### config.mk
export PLATFORM = sky130hd
export DESIGN_NAME = proc_cmd_driver
export DESIGN_NICKNAME = d
export VERILOG_FILES = /design/src/rtl/proc_drv_pkg.sv /design/src/rtl/proc_cmd_fifo.sv /design/src/rtl/proc_cmd_driver.sv
export SDC_FILE = /design/constraint.sdc
export NUM_CORES = 1
export LEC_CHECK = 0
export ABC_CLOCK_PERIOD_IN_PS = 3100
export CAP_MARGIN = 20
export CORE_ASPECT_RATIO = 0.6
export CORE_MARGIN = 3
export CORE_UTILIZATION = 49
export DETAILED_ROUTE_END_ITERATION = 12
export GPL_ROUTABILITY_DRIVEN = 0
export MAX_ROUTING_LAYER = met4
export PLACE_DENSITY = 0.79
export SETUP_SLACK_MARGIN = 0.15
export SLEW_MARGIN = 20
export SYNTH_ARGS = -nofsm -noshare
export SYNTH_HDL_FRONTEND = slang
export SYNTH_HIERARCHICAL = 1
export SYNTH_SLANG_ARGS = --single-unit
### constraint.sdc
create_clock -name clk -period 3.1 [get_ports clk]
set_clock_uncertainty 0.1 [all_clocks]
set_input_delay 0.31 -clock clk [delete_from_list [all_inputs] [get_ports clk]]
set_output_delay 0.31 -clock clk [all_outputs]
set_load 0.1 [all_outputs]
### src/rtl/proc_drv_pkg.sv
// Shared types for the processor command driver: command word layout,
// FSM state encoding and interface widths.
package proc_drv_pkg;

    localparam int DATA_W   = 4;
    localparam int OP_W     = 3;
    localparam int ERRCNT_W = 8;

    typedef struct packed {
        logic              clr;
        logic [OP_W-1:0]   op;
        logic [DATA_W-1:0] a;
        logic [DATA_W-1:0] b;
    } cmd_t;

    localparam int CMD_W = $bits(cmd_t);

    typedef enum logic [3:0] {
        ST_IDLE,
        ST_CLR1,
        ST_LDA,
        ST_GAPA,
        ST_LDB,
        ST_GAPB,
        ST_RUN,
        ST_CAPT,
        ST_RESP
    } state_t;

    function automatic int max2(input int x, input int y);
        return (x > y) ? x : y;
    endfunction

endpackage

### src/rtl/proc_cmd_fifo.sv
// Synchronous command FIFO with a head-of-queue read port so the driver can
// inspect and pop the next command in the same cycle.
module proc_cmd_fifo
    import proc_drv_pkg::*;
#(
    parameter int DEPTH = 4,
    parameter int W     = CMD_W
) (
    input  logic         clk,
    input  logic         rst,
    input  logic         push,
    input  logic         pop,
    input  logic [W-1:0] din,
    output logic [W-1:0] dout,
    output logic         full,
    output logic         empty
);

    localparam int AW = (DEPTH > 1) ? $clog2(DEPTH) : 1;

    logic [W-1:0] mem [DEPTH];
    logic [AW:0]  wr_ptr_reg;
    logic [AW:0]  rd_ptr_reg;
    logic         push_ok;
    logic         pop_ok;

    // A push on a full FIFO is legal when the head leaves in the same cycle.
    assign pop_ok  = pop && !empty;
    assign push_ok = push && (!full || pop_ok);

    always_ff @(posedge clk) begin
        if (push_ok) begin
            mem[wr_ptr_reg[AW-1:0]] <= din;
        end
    end

    always_ff @(posedge clk or negedge rst) begin
        if (!rst) begin
            wr_ptr_reg <= '0;
            rd_ptr_reg <= '0;
        end else begin
            if (push_ok) begin
                wr_ptr_reg <= wr_ptr_reg + 1'b1;
            end
            if (pop_ok) begin
                rd_ptr_reg <= rd_ptr_reg + 1'b1;
            end
        end
    end

    assign dout  = mem[rd_ptr_reg[AW-1:0]];
    assign empty = (wr_ptr_reg == rd_ptr_reg);
    assign full  = (wr_ptr_reg[AW] != rd_ptr_reg[AW]) &&
                   (wr_ptr_reg[AW-1:0] == rd_ptr_reg[AW-1:0]);

endmodule

### src/rtl/proc_cmd_driver.sv
// Buffers host commands and drives the LOAD/LOAD/COMP (or CLR) sequence on the
// processor, returning R0/R1/ERR as a result token. Define PROC_DRV_ERRCNT_EN
// to enable the saturating err_count register (otherwise err_count is 0).
module proc_cmd_driver
    import proc_drv_pkg::*;
#(
    parameter int FIFO_DEPTH  = 4,
    parameter int COMP_CYCLES = 12,
    parameter int GAP_CYCLES  = 1
) (
    input  logic                clk,
    input  logic                rst,
    input  logic                cmd_valid,
    output logic                cmd_ready,
    input  logic                cmd_clr,
    input  logic [OP_W-1:0]     cmd_op,
    input  logic [DATA_W-1:0]   cmd_a,
    input  logic [DATA_W-1:0]   cmd_b,
    output logic                res_valid,
    input  logic                res_ready,
    output logic [DATA_W-1:0]   res_r0,
    output logic [DATA_W-1:0]   res_r1,
    output logic                res_err,
    output logic [ERRCNT_W-1:0] err_count,
    output logic [DATA_W-1:0]   DATA,
    output logic                LOAD,
    output logic                COMP,
    output logic                CLR,
    output logic [OP_W-1:0]     OP,
    input  logic [DATA_W-1:0]   R0,
    input  logic [DATA_W-1:0]   R1,
    input  logic                ERR
);

    localparam int CNT_MAX = max2(COMP_CYCLES, GAP_CYCLES);
    localparam int CNT_W   = (CNT_MAX > 1) ? $clog2(CNT_MAX + 1) : 1;
    localparam logic [CNT_W-1:0] COMP_LAST = CNT_W'(COMP_CYCLES - 1);
    localparam logic [CNT_W-1:0] GAP_LAST  = CNT_W'((GAP_CYCLES > 0) ? GAP_CYCLES - 1 : 0);

    state_t              state_reg, state_next;
    logic [CNT_W-1:0]    cnt_reg, cnt_next;
    logic [OP_W-1:0]     op_reg, op_next;
    logic [DATA_W-1:0]   a_reg, a_next;
    logic [DATA_W-1:0]   b_reg, b_next;
    logic                err_reg, err_next;
    logic [DATA_W-1:0]   res_r0_reg, res_r0_next;
    logic [DATA_W-1:0]   res_r1_reg, res_r1_next;
    logic                res_err_reg, res_err_next;
    logic                ready_en_reg;

    logic                fifo_push;
    logic                fifo_pop;
    logic                fifo_full;
    logic                fifo_empty;
    cmd_t                fifo_din;
    cmd_t                fifo_dout;

    assign fifo_din  = '{clr: cmd_clr, op: cmd_op, a: cmd_a, b: cmd_b};
    // Held low through reset and for the release edge itself.
    assign cmd_ready = ready_en_reg && (!fifo_full || fifo_pop);
    assign fifo_push = cmd_valid && cmd_ready;

    proc_cmd_fifo #(
        .DEPTH (FIFO_DEPTH),
        .W     (CMD_W)
    ) u_fifo (
        .clk   (clk),
        .rst   (rst),
        .push  (fifo_push),
        .pop   (fifo_pop),
        .din   (fifo_din),
        .dout  (fifo_dout),
        .full  (fifo_full),
        .empty (fifo_empty)
    );

    always_ff @(posedge clk or negedge rst) begin
        if (!rst) begin
            state_reg    <= ST_IDLE;
            cnt_reg      <= '0;
            op_reg       <= '0;
            a_reg        <= '0;
            b_reg        <= '0;
            err_reg      <= 1'b0;
            res_r0_reg   <= '0;
            res_r1_reg   <= '0;
            res_err_reg  <= 1'b0;
            ready_en_reg <= 1'b0;
        end else begin
            state_reg    <= state_next;
            cnt_reg      <= cnt_next;
            op_reg       <= op_next;
            a_reg        <= a_next;
            b_reg        <= b_next;
            err_reg      <= err_next;
            res_r0_reg   <= res_r0_next;
            res_r1_reg   <= res_r1_next;
            res_err_reg  <= res_err_next;
            ready_en_reg <= 1'b1;
        end
    end

    always_comb begin
        state_next   = state_reg;
        cnt_next     = cnt_reg;
        op_next      = op_reg;
        a_next       = a_reg;
        b_next       = b_reg;
        err_next     = err_reg;
        res_r0_next  = res_r0_reg;
        res_r1_next  = res_r1_reg;
        res_err_next = res_err_reg;
        fifo_pop     = 1'b0;
        DATA         = '0;
        LOAD         = 1'b0;
        COMP         = 1'b0;
        CLR          = 1'b0;
        OP           = '0;

        case (state_reg)
            ST_IDLE: begin
                if (!fifo_empty) begin
                    fifo_pop   = 1'b1;
                    op_next    = fifo_dout.op;
                    a_next     = fifo_dout.a;
                    b_next     = fifo_dout.b;
                    err_next   = 1'b0;
                    cnt_next   = '0;
                    state_next = fifo_dout.clr ? ST_CLR1 : ST_LDA;
                end
            end
            ST_CLR1: begin
                CLR        = 1'b1;
                state_next = ST_IDLE;
            end
            ST_LDA: begin
                DATA       = a_reg;
                LOAD       = 1'b1;
                OP         = op_reg;
                state_next = (GAP_CYCLES > 0) ? ST_GAPA : ST_LDB;
            end
            ST_GAPA: begin
                OP = op_reg;
                if (cnt_reg == GAP_LAST) begin
                    cnt_next   = '0;
                    state_next = ST_LDB;
                end else begin
                    cnt_next = cnt_reg + 1'b1;
                end
            end
            ST_LDB: begin
                DATA       = b_reg;
                LOAD       = 1'b1;
                OP         = op_reg;
                state_next = (GAP_CYCLES > 0) ? ST_GAPB : ST_RUN;
            end
            ST_GAPB: begin
                OP = op_reg;
                if (cnt_reg == GAP_LAST) begin
                    cnt_next   = '0;
                    state_next = ST_RUN;
                end else begin
                    cnt_next = cnt_reg + 1'b1;
                end
            end
            ST_RUN: begin
                COMP     = 1'b1;
                OP       = op_reg;
                err_next = err_reg | ERR;
                if (cnt_reg == COMP_LAST) begin
                    cnt_next   = '0;
                    state_next = ST_CAPT;
                end else begin
                    cnt_next = cnt_reg + 1'b1;
                end
            end
            ST_CAPT: begin
                res_r0_next  = R0;
                res_r1_next  = R1;
                res_err_next = err_reg;
                state_next   = ST_RESP;
            end
            ST_RESP: begin
                if (res_ready) begin
                    state_next = ST_IDLE;
                end
            end
            default: begin
                state_next = ST_IDLE;
            end
        endcase
    end

    assign res_valid = (state_reg == ST_RESP);
    assign res_r0    = res_r0_reg;
    assign res_r1    = res_r1_reg;
    assign res_err   = res_err_reg;

`ifdef PROC_DRV_ERRCNT_EN
    logic [ERRCNT_W-1:0] err_count_reg;

    always_ff @(posedge clk or negedge rst) begin
        if (!rst) begin
            err_count_reg <= '0;
        end else if (res_valid && res_ready && res_err_reg && (err_count_reg != '1)) begin
            err_count_reg <= err_count_reg + 1'b1;
        end
    end

    assign err_count = err_count_reg;
`else
    assign err_count = '0;
`endif

endmodule

Word level (Yosys, flattened, before mapping). Memory sizes are Yosys's and may differ from the RTL's. Cells that the tools add are included.

Divide/modulo/power cells: 0. Shifts and indexed selects: 0. Muxes and demuxes: 22. Magnitude comparators: 0. $mul: 0. Add/sub/neg operators: 3. Bitwise gates (word level): 2. Eq/ne operators: 17. Reduce and logical (&&, ||, !) cells: 20.

Operators with widths (count): $mux 4 (8); $pmux 4 s8 (1); $eq 4x3->1 const B (4); $pmux 4 s3 (1); $eq 4x2->1 const B (2); $eq 4x4->1 const B (2); $logic_not 4->1 (2); $mux 1 (8); $ne 2x2->1 const B (4); $pmux 4 s2 (1); $add 3x1->3 const B (2); $reduce_and 2->1 (3); $logic_and 1x1->1 (5); $reduce_and 5->1 (1); $reduce_or 5->1 (1); $add 4x1->4 const B (1); $eq 4x1->1 const B (1); $reduce_or 2->1 (2); $eq 3x3->1 (1); $mux 3 (1); $reduce_bool 3->1 (1); $eq 2x2->1 (1); $logic_not 1->1 (2); $logic_or 1x1->1 (2); 7 further kinds (7).

Memories: 1. ROM bits: 0. RAM bits: 48. Latch bits: 0. Logic and storage cells: 77. Register bits: 36. Output and inout port bits: 29. Input bits: 25.

Memory list: u_fifo.mem (words 4, bits a word 12, read ports 1, clocked after Yosys merged registers in 0, write ports 1, RTL line proc_cmd_fifo.sv:21) `logic [W-1:0] mem [DEPTH];`.

Longest topological paths before layout. Gate-level depths: netlist of the first run.

Depth after elaboration: 9. Depth in mapped cells: 11. Gate-level depth less buffers: 8.

Hierarchy. Netlist of the first run, hierarchy kept.

By module, submodules not included: proc_cmd_fifo (area each 2174.6 um^2, cells each 110, sequential area each 1591.5 um^2, instances 1); proc_cmd_driver (area each 1569.0 um^2, cells each 163, sequential area each 750.7 um^2, instances 1).

Worst setup path after synthesis of the first run. No wires, ideal clock.

Kind: register -> register. Start point: register u_fifo.rd_ptr_reg[0]. End point: memory u_fifo/mem[3][0] (netlist name) (enable). Period minus slack after synthesis: 3663 ps. Path buffers: 2. Arrival: 3219 ps. Required time: 2656 ps. Setup slack: -563 ps. Cell stages (with the launch flop): 11. Path through: dfrtp_1 > buf_2 > xor2_1 > nor3_1 > or3_1 > buf_6 > a21boi_2 > and2_1 > and2_1 > o41ai_1 > inv_1.

Longest elaborated chain between the ends: 9. Elaborated cells between the ends (all ways): 15.

RTL lines: from (decl) (RTL line proc_cmd_fifo.sv:23) `logic [AW:0] rd_ptr_reg;`; from (signal assigned) (RTL line proc_cmd_fifo.sv:46) `rd_ptr_reg <= rd_ptr_reg + 1'b1;`; $eq 3x3->1 (RTL line proc_cmd_fifo.sv:52) `assign empty = (wr_ptr_reg == rd_ptr_reg);`; via fifo_empty (RTL line proc_cmd_driver.sv:54) `logic fifo_empty;`; $mux 1 (RTL line proc_cmd_driver.sv:122) `if (!fifo_empty) begin`; $mux 1 (RTL line proc_cmd_driver.sv:120) `case (state_reg)`; $logic_or 1x1->1 (RTL line proc_cmd_driver.sv:60) `assign cmd_ready = ready_en_reg && (!fifo_full || fifo_pop);`; $logic_and 1x1->1 (RTL line proc_cmd_driver.sv:60); via cmd_ready (RTL line proc_cmd_driver.sv:14) `output logic cmd_ready,`; $logic_and 1x1->1 (RTL line proc_cmd_driver.sv:61) `assign fifo_push = cmd_valid && cmd_ready;`; via fifo_push (RTL line proc_cmd_driver.sv:51) `logic fifo_push;`; $logic_and 1x1->1 (RTL line proc_cmd_fifo.sv:29) `assign push_ok = push && (!full || pop_ok);`; $mux 1 (RTL line proc_cmd_fifo.sv:32) `if (push_ok) begin`; $mux 1 (not written as such) (RTL line proc_cmd_fifo.sv:33) `mem[wr_ptr_reg[AW-1:0]] <= din;`; to (decl) (RTL line proc_cmd_fifo.sv:21).

The timed path passes the listed nets, and every way through them passes these cells.

Worst setup path in the final report of the first run.
Start point: register state_reg[0]. End point: memory u_fifo/mem[3][5] (netlist name) (enable).

Longest elaborated chain between the ends: 8. Elaborated cells between the ends (all ways): 10.

RTL lines: from (decl) (RTL line proc_cmd_driver.sv:40) `state_t state_reg, state_next;`; from (signal assigned) (RTL line proc_cmd_driver.sv:90) `state_reg <= state_next;`; $logic_not 4->1 (RTL line proc_cmd_driver.sv:120); $mux 1 (RTL line proc_cmd_driver.sv:120); $logic_or 1x1->1 (RTL line proc_cmd_driver.sv:60); $logic_and 1x1->1 (RTL line proc_cmd_driver.sv:60); $logic_and 1x1->1 (RTL line proc_cmd_driver.sv:61); via fifo_push (RTL line proc_cmd_driver.sv:51); $logic_and 1x1->1 (RTL line proc_cmd_fifo.sv:29); $mux 1 (RTL line proc_cmd_fifo.sv:32); $mux 1 (not written as such) (RTL line proc_cmd_fifo.sv:33).

The timed path passes the listed nets, and every way through them passes these cells.

==> results of run 1 <==
cell usage in the layout, fill, tap and decap left out, types with 5 or more instances in the layout:
| cell | synthesis | final |
|---|---|---|
| and2_1 | 6 | 5 |
| clkdlybuf4s50_1 | 0 | 23 |
| clkbuf_16 | 0 | 9 |
| edfxtp_1 | 48 | 48 |
| conb_1 | 2 | 9 |
| ha_1 | 7 | 7 |
| nor2_1 | 11 | 11 |
| nand2_1 | 40 | 40 |
| buf_4 | 9 | 25 |
| mux2_2 | 12 | 12 |
| mux4_2 | 12 | 12 |
| inv_1 | 10 | 9 |
| dfrtp_1 | 36 | 36 |
metrics by stage:
step / setup slack (ns) / utilization (%) / std cells / hold slack (ns)
finish: 0.402 / 64.9 / 426 / 0.367
global route: 0.268 / 64.9 / 426 / 0.403
CTS: 0.405 / 64.9 / 426 / 0.373
detailed placement: 0.420 / 60.4 / 409 / 0.357
global placement: 0.511 / 60.4 / 409 / 0.348
floorplan: 0.0367 / - / 280 / -0.0856
metal layers:
layer	GRT usage [%]	wire length, µm	up-vias
met3	7.08	426	4
li1	-	-	1069
met4	4.62	44	0
met5	-	0	-
met1	25.8	3650	1127
met2	25.7	3100	52
final cells by class:
| class | count | share of cell area [%] |
|---|---|---|
| Clock inverter | 5 | 1.35 |
| Inverter | 11 | 0.906 |
| Sequential cell | 84 | 51.4 |
| Clock buffer | 11 | 5.33 |
| Timing Repair Buffer | 51 | 9.94 |
| Multi-Input combinational cell | 164 | 28.4 |
| Tap cell | 100 | 2.74 |
cell families after synthesis:
group,after synthesis
flip-flops,84
AND/OR/NAND/NOR,85
multiplexers,26
buffers and inverters,32
other,2
adder cells (fa/ha/maj),7
XOR/XNOR,7
AO/OA/AOI/OAI,30
worst max-delay path: stages, from the launching register on:
cell	delay, ns
dfrtp_1	0.49
or2_1	0.37
or3_1	0.49
a21boi_4	0.21
and2_4	0.20
and2_1	0.14
o41ai_2	0.09
inv_2	0.27
timing repair:
action	4_1_cts	5_1_grt
endpoints found under the hold margin	27	0
setup endpoints to repair	0	0
resized for setup	0	0
hold buffers	1	0
setup buffers	0	0
final timing paths:
path,start,endpoint,cells after the start
max,state_reg[0],u_fifo/mem[3][5],7
min in group asynchronous,rst,u_fifo/wr_ptr_reg[2],2
max in group asynchronous,rst,op_reg[2],2
min reg2reg,op_reg[0],op_reg[0],2
min,op_reg[0],op_reg[0],2
max reg2reg,state_reg[0],u_fifo/mem[3][5],7
==> results.txt, run 1 <==
----------------------------------------------------
[Detailed routing]
  Average routed wire per standard cell ... approximately 17 µm
  Number of violations reported at the end of detailed-routing iteration 0 ... about 110
  DR DRC count ... 0
  Aggregate routed wire length ... slightly above 7 mm
  Length of the first detailed-routing pass in iterations ... 4
  Final ANT Viol Nets ... 0
  Routed via count ... 2252
  Via-to-Cell Ratio ... about 5.3

[Yosys]
  Primary flip-flop cell chosen by synthesis mapping ... edfxtp_1
  Number of library cell types mapped by synthesis ... between 40 and 50
  Xor/xnor share of the synthesized area ... roughly 1.6%
  Largest family of logic cells by synthesized area ... multiplexers
  Average footprint of a synthesized cell ... between 10 and 15 µm²
  Count of flip-flops with a built-in enable after synthesis ... 48
  Synth top area cells ... edfxtp_1, dfrtp_1, mux4_2, nand2_1, mux2_2
  Cell types with the highest counts after synthesis ... edfxtp_1, nand2_1, dfrtp_1
  Fraction of the mapped netlist area in compound gates ... roughly 6.0%
  Mapped Cells ... 273
  Number of synthesis warnings ... 6
  Cell Area, Synth ... around 0.0037 mm²
  Yosys top cell area share ... 38.5%
  Seq cells post-synth ... 84
  Area share of fa/ha/maj cells after synthesis ... under 10%
  Multiplexer share of the synthesized area ... 11.5%
  Async set or reset register ratio after synthesis ... around 43%
  Cell taking the most area after synthesis ... edfxtp_1
  Dominant cell by count in the synthesized netlist ... edfxtp_1
  Post-Synth Simple-Gate Area ... a little over a tenth
  Share of the yosys chip area belonging to registers ... between 60% and 70%

[Hold path]
  Worst hold path class ... flip-flop to flip-flop

[Clocking]
  Clock latency on the worst-skew pair ... between 0.3 and 0.4 ns
  Clock root cell ... clkbuf_16
  Clock tree buffer depth ... 2
  Number of buffers inserted during clock tree synthesis ... 9
  Total clock sinks ... between 80 and 90
  H-Tree Depth ... 3
  TritonCTS clock tree ... built
  Clock slew seen by the registers of the worst setup and hold paths ... ~0.060 ns

[Final layout]
  Combined flip-flop and latch cell area ... ~0.0023 mm²
  Area growth from synthesis to final layout ... 21.8%
  Layout net count ... approximately 350
  Max reg flops ... 48
  Finished Cell Area ... about 0.0046 mm²
  Area of the multi-input gates ... 0.00129 mm²
  Share of final-layout standard cells stronger than drive strength 1 ... between 20% and 30%
  Antenna diodes ... 0
  Fill count ... around 520

[Worst setup path]
  Reg-to-reg setup timing slack ... roughly 0.40 ns
  Setup Crit Path Kind ... flip-flop to flip-flop
  Crit start category ... flip-flop
  Kind of capture point of the worst setup path ... flip-flop
  Arrival time of data at the critical path endpoint ... roughly 2.6 ns
  Crit Path Max Fanout ... 12
  Required time at the worst-slack endpoint ... 3.01 ns

[Floorplanning]
  Width of the die ... roughly 120 µm
  Vertical die dimension ... approximately 74 µm
  Core Area ... roughly 0.007 mm²
  Floorplan row count ... 23
  Initial Utilization ... a little over half
  Die Outline Area ... 0.00876 mm²
  # IOs ... 54

[Timing]
  Setup repair after global routing missed its margin ... no
  Final period util ... about 87%
  Setup-failing EPs final ... 0
  Final max-slew violation count ... 0
  Setup TNS ... 0 ns
  Slew at the pin closest to its max-slew limit ... between 0.8 and 0.9 ns
  Hold Violations, Final ... 0
  Final Critical Period ... 2.70 ns
  Max-slew headroom at the worst pin ... ~45%
  Max frequency ... between 0.3 and 0.4 GHz

[Outcome]
  Result of the run ... finished clean

[GRT]
  Number of antenna violations at the first check in global routing ... 0
  Total Routing Usage GR ... 18.5%
  GRT overflow ... 0
  Number of global-route vias before repair ... about 2300
  Maximum number of pins on one net before global-route repair ... 37
  First-pass GRT wire length ... roughly 12 mm

[Job]
  Max_cap viols ... 0

[Placement]
  Final HPWL from detailed placement ... ~5.2 mm
  Placed instance area ... about 0.0042 mm²
  IO buf count ... 45

----------------------------------------------------
Power of run 1 is not shown: default switching activity piles up to over one toggle a cycle in this logic, so the estimate is an artifact.
==> run 2: changes to the inputs <==
Settings changed: CORE_MARGIN 3 to unset, GPL_TIMING_DRIVEN set to 0, SLEW_MARGIN 20 to unset.
==> run 2 against run 1 <==
- register-to-register slack got worse by 0.17 ns
- via count is 4.4% higher
- setup slack lost 0.17 ns
- highest routed layer unchanged
==> results.txt, run 2 (synthesis results as in run 1) <==
----------------------------------------------------
[Floorplanning]
  Die Outline Area ... 0.00800 mm² (-8.6%)
  # IOs ... 54 (unchanged)
  Core Area ... 0.00733 mm² (+4.3%)
  Floorplan row count ... 24 (+4.3%)
  Vertical die dimension ... 69.7 µm (-5.4%)
  Initial Utilization ... 51.1% (-2.2 points)
  Width of the die ... 115 µm (-3.4%)

[GRT]
  Number of global-route vias before repair ... 2310 (-0.22%)
  Maximum number of pins on one net before global-route repair ... 37 (unchanged)
  First-pass GRT wire length ... 12.1 mm (+2.9%)
  GRT overflow ... 0 (unchanged)
  Total Routing Usage GR ... 21.6% (+3.1 points)
  Number of antenna violations at the first check in global routing ... 0 (unchanged)

[Placement]
  Placed instance area ... 0.00440 mm² (+3.7%)
  IO buf count ... 45 (unchanged)
  Final HPWL from detailed placement ... 5.24 mm (+1.6%)
  Place WS ... -0.146 ns (-0.566 ns)

[Worst setup path]
  Delay of the slowest cell on the worst path ... 0.59 ns (+0.10 ns)
  Setup Crit Path Kind ... flip-flop to flip-flop
  Arrival time of data at the critical path endpoint ... 2.84 ns (+0.23 ns)
  Cell with the biggest individual delay on the critical path ... or4_4
  List of cells traversed by the critical path ... xor2_2, buf_4, nor3_4, or3_1, buf_6, inv_2, buf_4, or4_4, and3_4
  Cell repeated most along the worst path ... buf_4
  Crit start category ... flip-flop
  Required time at the worst-slack endpoint ... 3.08 ns (+0.07 ns)
  Kind of capture point of the worst setup path ... flip-flop
  Crit Path Max Fanout ... 18 (+6)

[Timing]
  Slew at the pin closest to its max-slew limit ... 0.987 ns (+0.164 ns)
  Final Critical Period ... 2.87 ns (+0.168 ns)
  Setup-failing EPs final ... 0 (unchanged)
  Final period util ... 92.5% (+5.4 points)
  Setup repair after global routing missed its margin ... yes
  Max-slew headroom at the worst pin ... 34.0% (-11 points)
  Max frequency ... 0.349 GHz (-5.9%)
  Final max-slew violation count ... 0 (unchanged)
  Hold Violations, Final ... 0 (unchanged)
  Final Worst Setup Slack ... 0.233 ns (-0.168 ns)

[Detailed routing]
  Aggregate routed wire length ... 7.72 mm (+6.8%)
  Length of the first detailed-routing pass in iterations ... 4 (unchanged)
  Final ANT Viol Nets ... 0 (unchanged)
  Average routed wire per standard cell ... 17.2 µm (+1.3%)
  Via-to-Cell Ratio ... 5.24 (-0.95%)
  Routed via count ... 2351 (+4.4%)
  Number of violations reported at the end of detailed-routing iteration 0 ... 141 (+25%)
  DR DRC count ... 0 (unchanged)

[Final layout]
  Most frequent cells in the layout ... edfxtp_1, nand2_1, dfrtp_1
  Antenna diodes ... 0 (unchanged)
  Layout net count ... 372 (+5.4%)
  Combined flip-flop and latch cell area ... 0.00234 mm² (about the same)
  Share of final-layout standard cells stronger than drive strength 1 ... 23.8% (-1.4 points)
  Fill count ... 581 (+11%)
  Area of the multi-input gates ... 0.00134 mm² (+4.0%)
  Finished Cell Area ... 0.00477 mm² (+4.7%)
  Most common cell after layout, fill and taps aside ... edfxtp_1
  Max reg flops ... 48 (unchanged)
  Area growth from synthesis to final layout ... 27.4%

[Clocking]
  Number of buffers inserted during clock tree synthesis ... 9 (unchanged)
  H-Tree Depth ... 3 (unchanged)
  TritonCTS clock tree ... built
  Clock latency on the worst-skew pair ... 0.34 ns (about the same)
  Clock root cell ... clkbuf_16
  Clock tree buffer depth ... 2 (unchanged)
  Clock slew seen by the registers of the worst setup and hold paths ... 0.06 ns (about the same)
  Total clock sinks ... 84 (unchanged)

[Outcome]
  Result of the run ... finished clean

[Hold path]
  Worst hold path class ... flip-flop to flip-flop

[Job]
  Max_cap viols ... 0 (unchanged)

----------------------------------------------------
[run 2: cell types whose count changed in the layout (fill, tap and decap cells not counted), moves of 2 or more]
cell / previous run / this run
dlygate4sd2_1: 0 / 7
clkdlybuf4s50_1: 23 / 33
buf_6: 0 / 3
and3_4: 0 / 5
clkdlybuf4s15_1: 0 / 2
and3_2: 3 / 0
buf_2: 1 / 7
clkbuf_8: 1 / 3
clkinvlp_4: 3 / 0
buf_4: 25 / 12
clkbuf_1: 1 / 4
[run 2: final cells by class]
| cell class | instances | area share [%] |
|---|---|---|
| clock buffer | 16 | 6.35 |
| sequential | 84 | 49.1 |
| inverter | 11 | 0.865 |
| buffer | 20 | 3.04 |
| multi-input combinational | 166 | 28.2 |
| tap | 104 | 2.73 |
| timing repair buffer | 48 | 9.73 |
[run 2: path summary, 6_finish.rpt]
check                                        to  cells after the start  slack [ns]                 start
min reg2reg                           op_reg[0]                      2        0.37             op_reg[0]
max reg2reg                   u_fifo/mem[0][10]                      9        0.23  u_fifo/rd_ptr_reg[1]
max in group asynchronous  u_fifo/rd_ptr_reg[1]                      2        1.82                   rst
min                                   op_reg[0]                      2        0.37             op_reg[0]
max                           u_fifo/mem[0][10]                      9        0.23  u_fifo/rd_ptr_reg[1]
min in group asynchronous              b_reg[0]                      2        0.51                   rst
[run 2: layer usage]
metal	track usage (%)	vias up	share of wire (%)
met2	30.8	82	45
met3	7.69	6	7.2
met4	5.05	0	0.78
li1	-	1112	-
met1	29.7	1151	46
met5	-	-	0
[run 2: repair_timing]
item | CTS | global route
setup endpoints to repair | 59 | 52
hold endpoints to repair | 21 | 0
buffers inserted | 0 | 2
gates resized for setup | 16 | 12
hold buffers | 1 | 0
gates cloned | 0 | 2
pin swaps | 0 | 3
[run 2: metrics by stage]
step           TNS, ns  std cells  hold slack, ns  utilization, %
3_5_place_dp     -5.09        429           0.359            60.1
4_1_cts              0        445           0.377            64.3
3_3_place_gp     -2.54        429           0.353            60.1
2_1_floorplan        0        280         -0.0856               -
6_report             0        449           0.373            65.1
5_1_grt              0        449           0.417            65.1
[run 2: critical path: cells and delay by family (launching register included)]
family	cells	cell delay, ns
buffers and inverters	4	0.61
XOR/XNOR	1	0.19
flip-flops	1	0.47
AND/OR/NAND/NOR	4	1.22
Power of run 2 is left out for the same reason.
